$ cat src/rtl/dut_txn_sequencer.sv
// dut_txn_sequencer: turns one (a,b) command into write A, write B, read Y on the delayed_dut register port.
// Latency: 6 cycles from cmd fire to rsp_valid with every rdy high; DUT rdy stalls add cycle for cycle.
// Backpressure: cmd_ready is low while a transaction is in flight; the response is held until rsp_ready.
//
// Ports: clk/reset_n (async active-low); cmd_valid/cmd_ready/cmd_a/cmd_b host command;
//        rsp_valid/rsp_ready/rsp_y/rsp_err response; busy, txn_count status;
//        dut_write_* and dut_read_* drive the delayed_dut register interface.
// Optional: define DUT_TXN_SEQUENCER_POLL_EN to poll the Y-not-empty status at YSTAT_ADDR before reading Y.
module dut_txn_sequencer #(
    parameter logic [2:0] A_ADDR     = 3'd4,
    parameter logic [2:0] B_ADDR     = 3'd5,
    parameter logic [2:0] Y_ADDR     = 3'd3,
    parameter logic [2:0] YSTAT_ADDR = 3'd2,
    parameter int         TIMEOUT    = 16,
    parameter int         CNT_W      = 8
) (
    input  logic             clk,
    input  logic             reset_n,
    input  logic             cmd_valid,
    output logic             cmd_ready,
    input  logic             cmd_a,
    input  logic             cmd_b,
    output logic             rsp_valid,
    input  logic             rsp_ready,
    output logic             rsp_y,
    output logic             rsp_err,
    output logic             busy,
    output logic [CNT_W-1:0] txn_count,
    output logic [2:0]       dut_write_address,
    output logic             dut_write_data,
    output logic             dut_write_en,
    input  logic             dut_write_rdy,
    output logic [2:0]       dut_read_address,
    output logic             dut_read_en,
    input  logic             dut_read_data,
    input  logic             dut_read_rdy
);
    localparam int TW = (TIMEOUT > 1) ? $clog2(TIMEOUT) : 1;
    localparam logic [TW-1:0] TMO_LAST = TW'((TIMEOUT > 0) ? TIMEOUT - 1 : 0);

`ifdef DUT_TXN_SEQUENCER_POLL_EN
    typedef enum logic [2:0] {IDLE, WR_A, WR_B, POLL, RD_Y, RESP} state_t;
`else
    typedef enum logic [2:0] {IDLE, WR_A, WR_B, RD_Y, RESP} state_t;
    logic unused_ystat;
    assign unused_ystat = ^YSTAT_ADDR;
`endif

    state_t        state;
    logic          b_q;
    logic [TW-1:0] tmo_cnt;
    logic          wr_fire;
    logic          tmo_hit;

    assign wr_fire = dut_write_en & dut_write_rdy;
    // Last allowed stall cycle of a read; a fire in the same cycle takes priority.
    assign tmo_hit = (TIMEOUT != 0) && dut_read_en && !dut_read_rdy && (tmo_cnt == TMO_LAST);

    always_ff @(posedge clk or negedge reset_n) begin
        if (!reset_n) begin
            state             <= IDLE;
            b_q               <= 1'b0;
            tmo_cnt           <= '0;
            cmd_ready         <= 1'b1;
            rsp_valid         <= 1'b0;
            rsp_y             <= 1'b0;
            rsp_err           <= 1'b0;
            busy              <= 1'b0;
            txn_count         <= '0;
            dut_write_address <= 3'd0;
            dut_write_data    <= 1'b0;
            dut_write_en      <= 1'b0;
            dut_read_address  <= 3'd0;
            dut_read_en       <= 1'b0;
        end else begin
            case (state)
                IDLE: begin
                    if (cmd_valid) begin
                        // Operand A goes straight onto the write port; B is held for the second write.
                        b_q               <= cmd_b;
                        cmd_ready         <= 1'b0;
                        busy              <= 1'b1;
                        dut_write_en      <= 1'b1;
                        dut_write_address <= A_ADDR;
                        dut_write_data    <= cmd_a;
                        state             <= WR_A;
                    end
                end
                WR_A: begin
                    if (wr_fire) begin
                        dut_write_en <= 1'b0;
                        state        <= WR_B;
                    end
                end
                WR_B: begin
                    // First cycle here is the mandatory idle gap after the previous access.
                    if (!dut_write_en) begin
                        dut_write_en      <= 1'b1;
                        dut_write_address <= B_ADDR;
                        dut_write_data    <= b_q;
                    end else if (wr_fire) begin
                        dut_write_en <= 1'b0;
                        tmo_cnt      <= '0;
`ifdef DUT_TXN_SEQUENCER_POLL_EN
                        state        <= POLL;
`else
                        state        <= RD_Y;
`endif
                    end
                end
`ifdef DUT_TXN_SEQUENCER_POLL_EN
                POLL: begin
                    // Counter is not cleared between status reads: it bounds the whole poll.
                    if (!dut_read_en) begin
                        dut_read_en      <= 1'b1;
                        dut_read_address <= YSTAT_ADDR;
                    end else if (dut_read_rdy) begin
                        dut_read_en <= 1'b0;
                        if (dut_read_data) begin
                            tmo_cnt <= '0;
                            state   <= RD_Y;
                        end
                    end else if (tmo_hit) begin
                        dut_read_en <= 1'b0;
                        rsp_y       <= 1'b0;
                        rsp_err     <= 1'b1;
                        rsp_valid   <= 1'b1;
                        state       <= RESP;
                    end else begin
                        tmo_cnt <= tmo_cnt + 1'b1;
                    end
                end
`endif
                RD_Y: begin
                    if (!dut_read_en) begin
                        dut_read_en      <= 1'b1;
                        dut_read_address <= Y_ADDR;
                    end else if (dut_read_rdy) begin
                        dut_read_en <= 1'b0;
                        rsp_y       <= dut_read_data;
                        rsp_err     <= 1'b0;
                        rsp_valid   <= 1'b1;
                        state       <= RESP;
                    end else if (tmo_hit) begin
                        dut_read_en <= 1'b0;
                        rsp_y       <= 1'b0;
                        rsp_err     <= 1'b1;
                        rsp_valid   <= 1'b1;
                        state       <= RESP;
                    end else begin
                        tmo_cnt <= tmo_cnt + 1'b1;
                    end
                end
                RESP: begin
                    if (rsp_ready) begin
                        rsp_valid <= 1'b0;
                        txn_count <= txn_count + 1'b1;
                        cmd_ready <= 1'b1;
                        busy      <= 1'b0;
                        state     <= IDLE;
                    end
                end
                default: state <= IDLE;
            endcase
        end
    end
endmodule

$ cat config.mk
export PLATFORM = sky130hd
export DESIGN_NAME = dut_txn_sequencer
export DESIGN_NICKNAME = d
export VERILOG_FILES = /design/src/rtl/dut_txn_sequencer.sv
export SDC_FILE = /design/constraint.sdc
export NUM_CORES = 1
export LEC_CHECK = 0
export CORE_ASPECT_RATIO = 1.4
export CORE_MARGIN = 2
export CORE_UTILIZATION = 30
export CTS_CLUSTER_DIAMETER = 150
export DETAILED_ROUTE_END_ITERATION = 10
export GPL_ROUTABILITY_DRIVEN = 0
export SLEW_MARGIN = 20
export SYNTH_ARGS = -nofsm -noshare
export SYNTH_HDL_FRONTEND = slang
export SYNTH_SLANG_ARGS = --single-unit
$ cat constraint.sdc
create_clock -name clk -period 5.3 [get_ports clk]
set_clock_uncertainty 0.2 [all_clocks]
set_input_delay 0.795 -clock clk [delete_from_list [all_inputs] [get_ports clk]]
set_output_delay 0.795 -clock clk [all_outputs]
set_load 0.05 [all_outputs]
==> metrics.md <==
| Metric | Value |
|---|---|
| Global-route wire length before repair | 4860 um |
| Final Cycle Share | 50.2% |
| Core area | 4270 um2 |
| # Post-CTS Setup Buffers | 0 |
| Area contributors post-synth | dfrtp_1 48%, xnor2_1 3.9%, a21oi_1 3.0% |
| Post-synth EDFFs | 0 |
| Die W | 60.8 um |
| Synth Warn # | 0 |
| Worst-margin pin slew | 0.505 ns |
| Netlist cell types | 46 |
| Pre-CTS WS | 2.74 ns |
| M2 GR Usage | 19.1% |
| Largest delay share family, worst path | buffers and inverters |
| Core Util, Final | 40.3% |
| Leakage Power | 0.702 nW |
| Post-synth top area share | 48.1% |
| Hold Vio Cnt, Final | 0 |
| CTS Hold Buffers Added | 0 |
| Drt first pass iters | 4 |
| Power Dens Cells | 517 nW/um2 |
| Worst setup SP type | flop |
| CTS tree | built |
| Vias in the first global route | 1065 |
| Met1 Track Usage GR | 16.6% |
| Max stage delay on crit path | 0.87 ns |
| Initial Util | 31.7% |
| Number of remaining DRC errors | 0 |
| Rel. slew slack | 66.2% |
| DR vias/cell | 5.00 |
| Clock root buffer | clkbuf_8 |
| Sequence of cells on the critical path | clkdlybuf4s50_1 |
| Worst Hold Slack | 0.284 ns |
| Fin nets | 166 |
| CP max FO | 9 |
| PortBufs | 28 |
| Design area | 1720 um2 |
| F_max | 376 MHz |
| Yosys reg bits | 27 |
| Final Setup Violations | 0 |
| GRT Util Overall | 12.6% |
| Met3 usage | 2.64% |
| # rows | 28 |
| FFs w/ async S/R, synth | 100% |
| Num Clock Sinks | 27 |
| Die ar. | 5070 um2 |
| Setup TNS | 0 ns |
| Antenna Cells | 0 |
| Final WS setup | 2.64 ns |
| Largest net degree at the start of global routing | 28 |
| Antenna violations before repair | 0 |
| Crit. End Element | primary output |
| HPWL Detailed | 2090 um |
| Largest area contributor in the netlist | dfrtp_1 |
| Status | finished, final reports clean |
| Sequential-to-total area share from yosys stat | 50.0% |
| Avg Cell Area, Syn | 10.5 um2 |
| Via count | 1069 |
| Critical Path RT | 4.30 ns |
| CP max-delay cell | clkdlybuf4s50_1 |
| Total grt overflow | 0 |
| Worst-Skew Late Latency | 0.28 ns |
| Iteration-0 DRC Markers | 54 |
| CTS Buffer Depth | 2 |
| Die height | 83.5 um |
| Post-synthesis instance area | 1350 um2 |
| Max cap viols | 0 |
| Post-DRT Antenna Nets | 0 |
| DR WL/cell | 13.4 um |
| Slew Viols, Final | 0 |
| Minimum clock period | 2.66 ns |
| H-tree levels | 1 |
| Setup slack, reg-to-reg | 3.29 ns |
| RSZ-0062 raised after global routing | no |
| TritonCTS Buffers | 3 |
| Maximum vdd ir drop | 230 uV |
| Synth Instances | 129 |
| WP data arrival | 1.66 ns |
| Final wirelength | 2860 um |
| Layout area overhead | 27.4% |
| Post-CTS sizing | 0 |
| WP buf/inv | 1 |
| GR peak layer | met2 |
| Ys flop type | dfrtp_1 |
| Reg clk slew, reported paths | 0.09 ns |
| Fraction of layout cells with a size suffix above 1 | 9.74% |
| WS Path Type | flop to primary output |
| Placed instance area | 1680 um2 |
| IO Pins | 31 |
| Hold Path Class | flop to flop |
-- cell type report --
class	instances	area [um2]
inverter	6	22.5
tap	60	75.1
timing repair buffer	30	295
fill	467	2550
sequential	27	677
clock inverter	1	7.51
clock buffer	3	41.3
multi-input combinational	87	606
-- per-layer routing --
metal | vias up | wire length [um]
met1 | 524 | 1230
met4 | 0 | 61
met3 | 5 | 155
li1 | 508 | -
met5 | - | 0
met2 | 32 | 1410
-- report_power, final --
group	internal, W	total (W)	switching, W	leakage (nW)
combinational	0.000164	0.000411	0.000247	0.351
clock	0.0000534	0.000118	0.0000644	0.0217
sequential	0.000269	0.000362	0.0000931	0.329
-- path summary, 6_finish.rpt --
check,startpoint,end,cells past startpoint
max in group asynchronous,reset_n,cmd_ready,2
setup / recovery,dut_write_en,dut_write_en,1
hold reg to reg,txn_count[7],txn_count[7],1
setup reg to reg,state[1],dut_write_data,3
hold / removal,txn_count[7],txn_count[7],1
min in group asynchronous,reset_n,tmo_cnt[2],2
-- synth_stat cells (all sizes together), types with 2 or more instances --
cell type,n
or3b,2
o22ai,2
nor2,6
o31ai,2
nand4,5
mux2,4
nand4b,2
nand3,5
nor2b,3
o2bb2ai,2
or2,2
inv,6
buf,6
ha,2
dfrtp,26
o21ai,5
nand2,6
mux2i,2
a21oi,8
xnor2,6
and3,2
clkbuf,4
-- through the flow --
stage / power, W / std cells
3_5_place_dp: 0.000781 / 210
5_1_grt: 0.000956 / 214
3_3_place_gp: 0.000770 / 210
6_report: 0.000891 / 214
2_1_floorplan: 0.000653 / 130
4_1_cts: 0.000902 / 214
-- flip-flops by register name (all words and copies together) (netlist names), 2 cells and up --
register           cells
txn_count              8
tmo_cnt                4
state                  3
dut_write_address      2
-- placed cells by master (no fill, tap or decap), types with 2 or more instances in the layout --
| cell type | synthesis | layout |
|---|---|---|
| clkdlybuf4s50_1 | 0 | 28 |
| dfrtp_1 | 26 | 26 |
| a21oi_1 | 8 | 8 |
| inv_1 | 6 | 6 |
| nand2_1 | 6 | 6 |
| xnor2_1 | 6 | 6 |
| nor2_1 | 6 | 6 |
| nand3_1 | 5 | 5 |
| o21ai_0 | 5 | 5 |
| nand4_1 | 5 | 5 |
| nor2b_1 | 3 | 3 |
| clkbuf_8 | 0 | 3 |
| o31ai_1 | 2 | 2 |
| o22ai_1 | 2 | 2 |
| nand4b_1 | 2 | 2 |
| and3_1 | 2 | 2 |
| or2_2 | 2 | 2 |
| mux2_2 | 2 | 2 |
| o2bb2ai_1 | 2 | 2 |
| mux2i_1 | 2 | 2 |
| mux2_4 | 2 | 2 |
| ha_1 | 2 | 2 |
| conb_1 | 1 | 2 |
| buf_4 | 3 | 2 |
-- kinds of logic after synthesis --
logic type | synth area share [%]
buffers and inverters | 5.54
flip-flops | 50.0
AND/OR/NAND/NOR | 18.1
AO/OA/AOI/OAI | 14.3
adder cells (fa/ha/maj) | 1.85
other | 0.277
multiplexers | 5.36
XOR/XNOR | 4.53
Note: power is estimated with default switching activity, not from simulation.
==> edit 1: new RTL, same settings <==
Put one more register stage on the output `txn_count`. The value now appears one clock later. The other outputs are not delayed to match.
--- a/src/rtl/dut_txn_sequencer.sv
+++ b/src/rtl/dut_txn_sequencer.sv
@@ -40,2 +40,4 @@
 
+    logic [CNT_W-1:0] txn_count_s0;
+
 `ifdef DUT_TXN_SEQUENCER_POLL_EN
@@ -68,3 +70,3 @@
             busy              <= 1'b0;
-            txn_count         <= '0;
+            txn_count_s0      <= '0;
             dut_write_address <= 3'd0;
@@ -156,3 +158,3 @@
                         rsp_valid <= 1'b0;
-                        txn_count <= txn_count + 1'b1;
+                        txn_count_s0 <= txn_count_s0 + 1'b1;
                         cmd_ready <= 1'b1;
@@ -166,2 +168,6 @@
     end
+    always_ff @(posedge clk) begin
+        txn_count <= txn_count_s0;
+    end
+
 endmodule
Check against the original RTL: not equivalent (Yosys sat finds a counterexample within 10 cycles, from zero or initial values and one cycle with reset_n low).
==> edit 1 against the unedited design <==
  * Final cell count rose by 7.0%
  * Cell area rose by 12%
  * Global-route usage fell by 1.5 points
  * First-iteration DRC count fell by 69%
  * Sequential cell count rose by 8
  * Synthesized cell count rose by 4.7%
  * Fmax fell by 0.35%
  * Wire length fell by 1.2%
  * Sequential power rose by 14%
  * Area after synthesis rose by 10%
  * Total power rose by 18%
  * Worst hold slack got worse by 75 ps
  * Setup slack got worse by 9.3 ps
  * Critical endpoint is now dut_read_en
==> edit 1: results (changes against the unedited design) <==
Critical path
  – Crit path to: dut_read_en
  – FF-to-FF path depth: 5 (+2)
  – Worst r2r src: tmo_cnt[0]
  – RR Endpoint: tmo_cnt[3]
  – R2r setup slk: 3480 ps (+190 ps)

Yosys
  – Post-synth top cells: dfrtp_1 (26), nand2_1 (13), nor2_1 (13), dfxtp_1 (8), a21oi_1 (6)
  – Adder-Cell Fraction of Synth Area: 1.676% (-0.17 points)
  – Netlist cell types: 45 (-2.2%)
  – Async S/R FF share, synth: 77.14% (-23 points)
  – Mapped Avg Cell Area: 11.06 µm² (+5.4%)
  – XOR/XNOR Fraction of Synth Area: 4.107% (-0.42 points)
  – Synth Area in Compound Gates: 11.65% (-2.7 points)

Final layout
  – Nets: 175 (+5.4%)
  – Fillers: 485 (+3.9%)
  – Largest regs: txn_count: 8 flops, txn_count_s0: 8 flops, tmo_cnt: 4 flops
  – Fin cells: 229 (+7.0%)

Global routing
  – Global-route met3 utilization: 3.493% (+0.86 points)
  – Met2 Use GR: 20.57% (+1.5 points)
  – First-pass GRT wire length: 4830 µm (-0.56%)
  – Total track usage: 11.14% (-1.5 points)
  – Met1 usage: 11.36% (-5.2 points)

Placement
  – Hpwl dp: 2193 µm (+4.9%)
  – Placed cell count: 221 (+5.2%)
  – Dpl cell area: 1805 µm² (+7.8%)

STA
  – Hold slack: 209.6 ps (-74.61 ps)
  – Worst-Margin Slew: 498.1 ps (-6.907 ps)
  – Period utilisation layout: 50.33% (+0.18 points)

Detailed routing
  – WL/cell: 12.36 µm (-7.6%)
  – WL met1: 1088 µm (-12%)
  – Routed met2 length: 1566 µm (+11%)
  – Met3 WL: 121 µm (-22%)

Hold path
  – Worst hold start: txn_count_s0[7]
  – Worst Hold Path Cells: 0 (-1)

CTS
  – H-Tree Depth: 2 (+1)
  – Clk slew on worst S/H paths: 70 ps (-20 ps)
  – TritonCTS Buffers: 5 (+2)

Power
  – Cell leakage power: 0.8416 nW (+20%)
  – Switch share: 39.62% (-5.8 points)
  – Comb power frac: 37.5% (-8.6 points)

Status
  – Status: finished clean
## edit 1: cell count changes in the layout (fill, tap and decap cells not counted), sizes merged, moves of 3 or more
cell / change
nor2: +10
clkbuf: +3
nand2: +7
dfxtp: +8
## edit 1: cell type report
cell class	count	area, µm²	area share (%)
Clock buffer	6	82.58	4.294
Clock inverter	2	35.03	1.822
Multi-Input combinational cell	89	585.6	30.45
Inverter	4	15.01	0.7807
Timing Repair Buffer	29	287.8	14.96
Sequential cell	35	837.1	43.53
Tap cell	64	80.08	4.164
## edit 1: power groups by stage
| stage | clock network (mW) | logic, mW | registers [mW] |
|---|---|---|---|
| after detailed placement | 0 | 0.398 | 0.419 |
| after global routing | 0.260 | 0.420 | 0.427 |
| after CTS | 0.249 | 0.399 | 0.414 |
| after global placement | 0 | 0.390 | 0.412 |
| final | 0.243 | 0.395 | 0.414 |
| after floorplan | 0 | 0.190 | 0.508 |
==> edit 2: new RTL, config.mk and constraints unchanged <==
Made on the original files. Set the parameter `CNT_W` to 6 (it was 8).
--- a/src/rtl/dut_txn_sequencer.sv
+++ b/src/rtl/dut_txn_sequencer.sv
@@ -14,3 +14,3 @@
     parameter int         TIMEOUT    = 16,
-    parameter int         CNT_W      = 8
+    parameter int         CNT_W      = 6
 ) (
Ports: changed (resized txn_count); port bits go from 31 to 29. No check against the original RTL was run, so the function may have changed too.
==> edit 2 against the unedited design <==
  * Area after synthesis decreased by 8.4%
  * Sequential cell count decreased by 2
  * Cell area decreased by 9.8%
  * Setup slack improved by 3.0 ps
  * Worst hold slack got worse by 7.0 ps
  * Via count decreased by 8.7%
  * Synthesized cell count decreased by 6.2%
  * Total power increased by 3.1%
  * Wire length decreased by 10%
  * Combinational power increased by 10%
  * Non-clock buffer count decreased by 3
  * Critical endpoint unchanged
  * Largest cell class unchanged
==> edit 2: results (changes against the unedited design) <==
Status
  – Status: finished clean

Power
  – Internal Power: 481.0 µW (-1.2%)
  – Seq power: 355 µW (-2%)
  – Comb power frac: 49.3% (+3.2 points)
  – Cell leakage power: 0.6714 nW (-4.3%)

Final layout
  – Largest regs: txn_count: 6 flops, tmo_cnt: 4 flops, state: 3 flops
  – Nonclk buf count: 27 (-10%)
  – Layout cell share with drive strength beyond 1: 6.294% (-3.4 points)
  – Seq/total area: 40.31% (+1.0 points)
  – Nets: 155 (-6.6%)
  – Final non-clock buffer share: 16.89% (-0.23 points)
  – Fillers: 388 (-17%)
  – Inverters, non-clock: 7 (+1)

Yosys
  – Synth top area cells: dfrtp_1 (48%), nand2_1 (3.3%), xnor2_1 (2.8%)
  – Post-synth top cells: dfrtp_1 (24), nand2_1 (11), inv_1 (7), a21oi_1 (6), nor2_1 (6)
  – Sequential fraction of the synthesis area: 50.55% (+0.55 points)
  – Seq cells post-synth: 25 (-7.4%)

Critical path
  – Worst r2r src: state[0]
  – CP Max Fanout: 8 (-1)

STA
  – Highest Clock Rate: 376.6 MHz (+0.11%)
  – Worst-Margin Slew: 557.6 ps (+52.56 ps)

Hold path
  – Worst hold start: txn_count[5]

Global routing
  – Global-route met3 utilization: 2.093% (-0.54 points)
  – Vias in the first global route: 994 (-6.7%)

Placement
  – Dpl cell area: 1509 µm² (-9.9%)
## edit 2: how the worst max path moves through the flow
| stage | to | cells after the start |
|---|---|---|
| 6_report | dut_write_en | 1 |
| 5_1_grt | dut_write_en | 1 |
| 4_1_cts | dut_write_en | 1 |
| 3_5_place_dp | dut_write_data | 4 |
| 3_3_place_gp | dut_write_data | 4 |
| 2_1_floorplan | dut_write_data | 4 |
## edit 2: stage by stage
| stage | instances | total power [mW] |
|---|---|---|
| floorplan | 122 | 0.6776 |
| global placement | 182 | 0.8046 |
| detailed placement | 182 | 0.8140 |
| CTS | 186 | 0.9293 |
| global route | 186 | 0.9835 |
| finish | 186 | 0.9191 |
## edit 2: cells by family after synthesis
logic type / after synthesis / synth area share (%)
fa+ha+maj: 2 / 2.018
flops: 25 / 50.56
xor+xnor: 5 / 3.532
buf+inv: 17 / 6.257
mux: 2 / 1.715
simple gates: 40 / 17.86
compound gates: 29 / 17.76
other cells: 1 / 0.3024
